<file path="src/rtl/cache_cmd_exec_pkg.sv">
// Shared command codes and FSM encodings for the cache maintenance engine.
// The cache_io_cmd_* codes are the same values the cache front end issues.
package cache_cmd_exec_pkg;

   localparam logic [2:0] cache_io_cmd_clear = 3'd1;
   localparam logic [2:0] cache_io_cmd_wb    = 3'd2;

   localparam logic [2:0] enc_idle = 3'd0;
   localparam logic [2:0] enc_rd   = 3'd1;
   localparam logic [2:0] enc_cap  = 3'd2;
   localparam logic [2:0] enc_way  = 3'd3;
   localparam logic [2:0] enc_wb   = 3'd4;
   localparam logic [2:0] enc_upd  = 3'd5;
   localparam logic [2:0] enc_done = 3'd6;

   typedef enum logic [2:0] {
      s_idle = enc_idle,
      s_rd   = enc_rd,
      s_cap  = enc_cap,
      s_way  = enc_way,
      s_wb   = enc_wb,
      s_upd  = enc_upd,
      s_done = enc_done
   } state_t;

endpackage

</file>
<file path="src/rtl/cache_cmd_exec.sv">
// Cache maintenance engine: walks every set/way of the status RAM and performs
// write-back (wb) or write-back-and-invalidate (clear) on each line.
module cache_cmd_exec
   import cache_cmd_exec_pkg::*;
#(
   parameter int SET_NUM    = 64,
   parameter int WAY_NUM    = 4,
   parameter int LINE_BYTES = 16,
   localparam int IDX_W = $clog2(SET_NUM),
   localparam int OFF_W = $clog2(LINE_BYTES),
   localparam int TAG_W = 32 - IDX_W - OFF_W,
   localparam int WAY_W = (WAY_NUM > 1) ? $clog2(WAY_NUM) : 1
) (
   input  logic                         clk,
   input  logic                         rest,
   input  logic [2:0]                   cmd,
   input  logic                         cmd_valid,
   output logic                         cmd_ready,
   output logic                         busy,
   output logic [IDX_W-1:0]             st_addr,
   output logic                         st_rd,
   input  logic [WAY_NUM*(TAG_W+2)-1:0] st_rdData,
   output logic                         st_wr,
   output logic [WAY_W-1:0]             st_wrWay,
   output logic                         st_wrValid,
   output logic                         st_wrDirty,
   output logic                         wb_req,
   output logic [31:0]                  wb_addr,
   output logic [WAY_W-1:0]             wb_way,
   input  logic                         wb_ack,
   output logic [15:0]                  wb_count
);

   localparam int ENT_W = TAG_W + 2;

   state_t                     state;
   logic [2:0]                 cmd_q;
   logic [IDX_W-1:0]           set_cnt;
   logic [WAY_W-1:0]           way_cnt;
   logic [WAY_NUM*ENT_W-1:0]   line_st;

   logic [ENT_W-1:0]           ent;
   logic                       ent_valid;
   logic                       ent_dirty;
   logic [TAG_W-1:0]           ent_tag;
   logic                       last_way;
   logic                       last_set;
   logic                       is_wb;

   state_t                     adv_state;
   logic [WAY_W-1:0]           adv_way;
   logic [IDX_W-1:0]           adv_set;
   logic                       adv_rd;

   assign ent       = line_st[way_cnt*ENT_W +: ENT_W];
   assign ent_valid = ent[ENT_W-1];
   assign ent_dirty = ent[ENT_W-2];
   assign ent_tag   = ent[TAG_W-1:0];
   assign last_way  = (way_cnt == WAY_W'(WAY_NUM - 1));
   assign last_set  = (set_cnt == IDX_W'(SET_NUM - 1));
   assign is_wb     = (cmd_q == cache_io_cmd_wb);

   // Next position after finishing way w: next way, next set, or done.
   always_comb begin
      adv_state = s_done;
      adv_way   = way_cnt;
      adv_set   = set_cnt;
      adv_rd    = 1'b0;
      if (!last_way) begin
         adv_state = s_way;
         adv_way   = way_cnt + 1'b1;
      end else if (!last_set) begin
         adv_state = s_rd;
         adv_way   = '0;
         adv_set   = set_cnt + 1'b1;
         adv_rd    = 1'b1;
      end
   end

   // Handshake: cmd_valid is held until cmd_ready; cmd_ready is a one-cycle
   // pulse registered out of DONE, and no new command is taken in that cycle
   // so a requester still holding cmd_valid is not accepted twice.
   always_ff @(posedge clk or posedge rest) begin
      if (rest) begin
         state      <= s_idle;
         cmd_q      <= '0;
         set_cnt    <= '0;
         way_cnt    <= '0;
         line_st    <= '0;
         cmd_ready  <= 1'b0;
         busy       <= 1'b0;
         st_addr    <= '0;
         st_rd      <= 1'b0;
         st_wr      <= 1'b0;
         st_wrWay   <= '0;
         st_wrValid <= 1'b0;
         st_wrDirty <= 1'b0;
         wb_req     <= 1'b0;
         wb_addr    <= '0;
         wb_way     <= '0;
         wb_count   <= '0;
      end else begin
         st_rd     <= 1'b0;
         st_wr     <= 1'b0;
         cmd_ready <= 1'b0;
         case (state)
            s_idle: begin
               if (cmd_valid && !cmd_ready) begin
                  cmd_q    <= cmd;
                  set_cnt  <= '0;
                  way_cnt  <= '0;
                  wb_count <= '0;
                  busy     <= 1'b1;
                  if (cmd == cache_io_cmd_clear || cmd == cache_io_cmd_wb) begin
                     state   <= s_rd;
                     st_rd   <= 1'b1;
                     st_addr <= '0;
                  end else begin
                     state <= s_done;
                  end
               end
            end
            s_rd: begin
               state <= s_cap;
            end
            s_cap: begin
               line_st <= st_rdData;
               state   <= s_way;
            end
            s_way: begin
               if (ent_valid && ent_dirty) begin
                  state   <= s_wb;
                  wb_req  <= 1'b1;
                  wb_addr <= {ent_tag, set_cnt, {OFF_W{1'b0}}};
                  wb_way  <= way_cnt;
               end else if (cmd_q == cache_io_cmd_clear && ent_valid) begin
                  state      <= s_upd;
                  st_wr      <= 1'b1;
                  st_wrWay   <= way_cnt;
                  st_wrValid <= 1'b0;
                  st_wrDirty <= 1'b0;
               end else begin
                  state   <= adv_state;
                  way_cnt <= adv_way;
                  set_cnt <= adv_set;
                  st_rd   <= adv_rd;
                  st_addr <= adv_set;
               end
            end
            s_wb: begin
               if (wb_ack) begin
                  wb_req <= 1'b0;
                  if (wb_count != 16'hFFFF) wb_count <= wb_count + 16'd1;
                  state      <= s_upd;
                  st_wr      <= 1'b1;
                  st_wrWay   <= way_cnt;
                  st_wrValid <= is_wb;
                  st_wrDirty <= 1'b0;
               end
            end
            s_upd: begin
               state   <= adv_state;
               way_cnt <= adv_way;
               set_cnt <= adv_set;
               st_rd   <= adv_rd;
               st_addr <= adv_set;
            end
            s_done: begin
               state     <= s_idle;
               cmd_ready <= 1'b1;
               busy      <= 1'b0;
            end
            default: begin
               state <= s_idle;
               busy  <= 1'b0;
            end
         endcase
      end
   end

endmodule

</file>
<file path="config.mk">
export PLATFORM = sky130hd
export DESIGN_NAME = cache_cmd_exec
export DESIGN_NICKNAME = d
export VERILOG_FILES = /design/src/rtl/cache_cmd_exec_pkg.sv /design/src/rtl/cache_cmd_exec.sv
export SDC_FILE = /design/constraint.sdc
export NUM_CORES = 1
export LEC_CHECK = 0
export CAP_MARGIN = 20
export CORE_MARGIN = 10
export CORE_UTILIZATION = 50
export CTS_CLUSTER_SIZE = 25
export DETAILED_ROUTE_END_ITERATION = 16
export GPL_ROUTABILITY_DRIVEN = 0
export PLACE_DENSITY = 0.79
export SYNTH_ARGS = -nofsm -noshare
export SYNTH_HDL_FRONTEND = slang
export SYNTH_SLANG_ARGS = --single-unit
</file>
<file path="constraint.sdc">
create_clock -name clk -period 11.18 [get_ports clk]
set_clock_uncertainty 0.15 [all_clocks]
set_input_delay 2.236 -clock clk [delete_from_list [all_inputs] [get_ports clk]]
set_output_delay 2.236 -clock clk [all_outputs]
set_load 0.05 [all_outputs]
</file>
==> results.py <==
metrics = {
    "final_layout": {
        "final-instance-count-excl-fill": 912,
        "synthToLayoutAreaGrowth_pct": 30.91,
        "final_common_cell": "dfrtp_1",
        "regArea_um2": 4255,
        "fill_cells": 1083,
        "layout-drive-gt1-share_pct": 27.21,
        "nNetsFinal": 817,
        "layout_common_cells": "dfrtp_1 (169), clkdlybuf4s50_1 (162), mux2_2 (131)",
        "multi_input_area_um2": 3293,
        "diodes": 0,
    },
    "power": {
        "seq_power_share_pct": 37.8,
        "swShare_pct": 36.07,
        "finalPower_mw": 2.825,
        "internal_power_mw": 1.806,
        "power.switching_mw": 1.019,
        "power_density_nw_per_um2": 279.7,
        "comb_power_share_pct": 41.7,
        "p_clk_share_pct": 20.5,
        "ir_drop_v": 0.0001425,
        "p_leak_nw": 4.225,
    },
    "die": {
        "core_area_um2": 15150,
        "initial_utilization_pct": 50.94,
        "num_rows": 45,
        "die_w_um": 144.2,
        "pin_count": 168,
        "die_y_um": 144.2,
        "dieArea_um2": 20800,
    },
    "global_route": {
        "grt_pass1_wl_mm": 29.40,
        "antenna_found_initial": 2,
        "overflow": 0,
        "grt_usage_pct": 18.07,
        "grt_max_degree": 97,
        "grt_pass1_vias": 5723,
    },
    "hold_path": {
        "whs_path_depth": 1,
        "whs_endpoint": "st_addr[5]",
        "min_from": "st_addr[5]",
        "min_path_type": "reg -> reg",
    },
    "clock_tree": {
        "post_cts_resized": 0,
        "ctsHoldBuffers": 0,
        "cts.sinks": 170,
        "clockBufferDepth": 2,
        "cts-root-buf": "clkbuf_16",
        "clkLatencyLatePin_ns": 0.43,
        "postCtsSetupBuffers": 0,
        "htreeDepth": 4,
        "clkTransAtPathRegs_ns": 0.07,
        "cts_made_buffers": 17,
        "tritoncts": "built",
    },
    "timing": {
        "min_period_ns": 4.157,
        "setup_tns_ns": 0,
        "whs_ns": 0.3267,
        "drv_slew": 0,
        "setup_viol": 0,
        "hold_violations": 0,
        "max_freq_mhz": 240.6,
        "setup_ws_ns": 7.023,
        "period_share_pct": 37.18,
        "rsz0062_at_grt": "no",
        "worstMarginPinSlew_ns": 0.9801,
        "relSlewSlack_pct": 34.58,
    },
    "drt": {
        "via_count": 5204,
        "drtAntennaViolNets": 0,
        "initialDrtViolationCount": 432,
        "drc": 0,
        "viasPerCell": 5.706,
        "wire_per_inst_um": 20.10,
        "wl_mm": 18.34,
        "drtPass1Iterations": 4,
    },
    "worst_setup_path": {
        "worstPathBufferInverterCount": 1,
        "worstPathMaxFanout": 7,
        "r2r_end": "wb_addr[23]",
        "regToRegSetupSlack_ns": 8.05,
        "path_delay_family": "buffers and inverters",
        "cp.required_ns": 8.79,
        "reg2regPathDepth": 3,
        "critPathLaunchType": "flip-flop",
        "path_class": "reg -> out",
        "worst_r2r_startpoint": "way_cnt[0]",
        "max_stage_delay_ns": 0.86,
        "cp_slowest_cell": "clkdlybuf4s50_1",
        "worstPathArrival_ns": 1.77,
        "end_kind": "primary output",
        "crit_path_cell_trace": "clkdlybuf4s50_1",
    },
    "run": {
        "cap_violations": 0,
    },
    "synth": {
        "syn_inst": 557,
        "async_flop_share_pct": 100.0,
        "synth-seq-area-share_pct": 55.14,
        "syn-mean-instance-area_um2": 13.85,
        "ys.flop_type": "dfrtp_1",
        "synth_seq_cells": 170,
        "yosys_warnings": 0,
        "synth.cell_area_um2": 7715,
        "yosysUniqueCellTypes": 56,
        "synth_enable_flop_cells": 0,
    },
    "placement": {
        "post-place-ws_ns": 6.456,
        "portBuffers": 162,
        "dp_hpwl_mm": 13.01,
        "dp_cells": 878,
    },
    "outcome": {
        "status": "finished clean",
    },
}
[registers in the layout, indices dropped and copies added, names as in the netlist]
signal	flops
busy	1
cmd_q	3
cmd_ready	1
line_st	96
set_cnt	6
st_addr	6
st_rd	1
st_wr	1
st_wrValid	1
st_wrWay	2
state	3
way_cnt	2
wb_addr	28
wb_count	16
wb_req	1
wb_way	2
[Yosys cell counts (all sizes together) (2+ instances only)]
cell     count  share of area [%]
dfrtp      170                 55
mux2       131                 19
nand2       34                1.7
mux4        24                7.2
buf         19                1.4
clkbuf      18               0.88
nand3       14               0.91
a21oi       12               0.78
nand2b      11               0.89
o21ai       11               0.76
mux2i       10                1.3
a211oi       9               0.88
and3         7               0.57
nor2         6               0.29
o31ai        6               0.58
inv          5               0.24
nand4        5               0.41
o2bb2ai      5               0.57
a21o         4               0.39
and2         4               0.32
or4          4               0.39
xor2         4               0.45
a311oi       3               0.34
ha           3               0.49
nor3b        3               0.29
o211ai       3               0.47
a211o        2               0.23
a221o        2               0.26
and4         2               0.23
nor2b        2               0.16
nor3         2               0.13
nor4         2               0.16
o22ai        2               0.16
o31a         2               0.23
or3          2               0.16
[logic make-up (layout without fill, tap and decap cells)]
family / count (synthesis) / after routing / share of synthesized area (%)
flip-flops: 170 / 170 / 55.14
multiplexers: 165 / 165 / 27.62
AND/OR/NAND/NOR: 102 / 102 / 7.071
AO/OA/AOI/OAI: 70 / 70 / 6.650
buffers and inverters: 42 / 205 / 2.530
XOR/XNOR: 4 / 4 / 0.4541
adder cells (fa/ha/maj): 3 / 3 / 0.4866
other: 1 / 5 / 0.04861
[routing by layer]
layer	vias to the layer above	wire [µm]	track usage [%]
met5	-	9	0
met4	2	230	5.372
met3	19	1310	6.428
met2	164	9078	29.34
met1	2644	7706	22.25
li1	2375	-	-
[power groups by stage]
stage	sequential [mW]	combinational, mW	clock, mW
floorplan	1.20	0.722	0
global placement	1.06	1.14	0
detailed placement	1.08	1.18	0
CTS	1.07	1.18	0.589
global route	1.11	1.26	0.612
finish	1.07	1.18	0.579
[through the flow]
stage | utilization (%) | area (µm²)
4_1_cts | 66.32 | 10040
3_3_place_gp | 62.45 | 9459
2_1_floorplan | - | 7730
3_5_place_dp | 62.45 | 9459
6_report | 66.68 | 10100
5_1_grt | 66.68 | 10100
[how the worst max path moves through the flow]
stage,cells after the start,start,endpoint
floorplan,1,rest,busy
global placement,3,rest,way_cnt[0]
detailed placement,3,rest,way_cnt[0]
CTS,3,rest,way_cnt[0]
global route,1,wb_count[2],wb_count[2]
finish,1,wb_count[2],wb_count[2]
[layout make-up]
cell class / instances / area share (%)
clock inverter: 13 / 1.313
multi-input combinational: 349 / 32.61
inverter: 5 / 0.2354
timing repair buffer: 168 / 16.90
sequential: 170 / 42.13
tap: 188 / 2.329
clock buffer: 19 / 4.485
(Power assumes the default switching activity.)
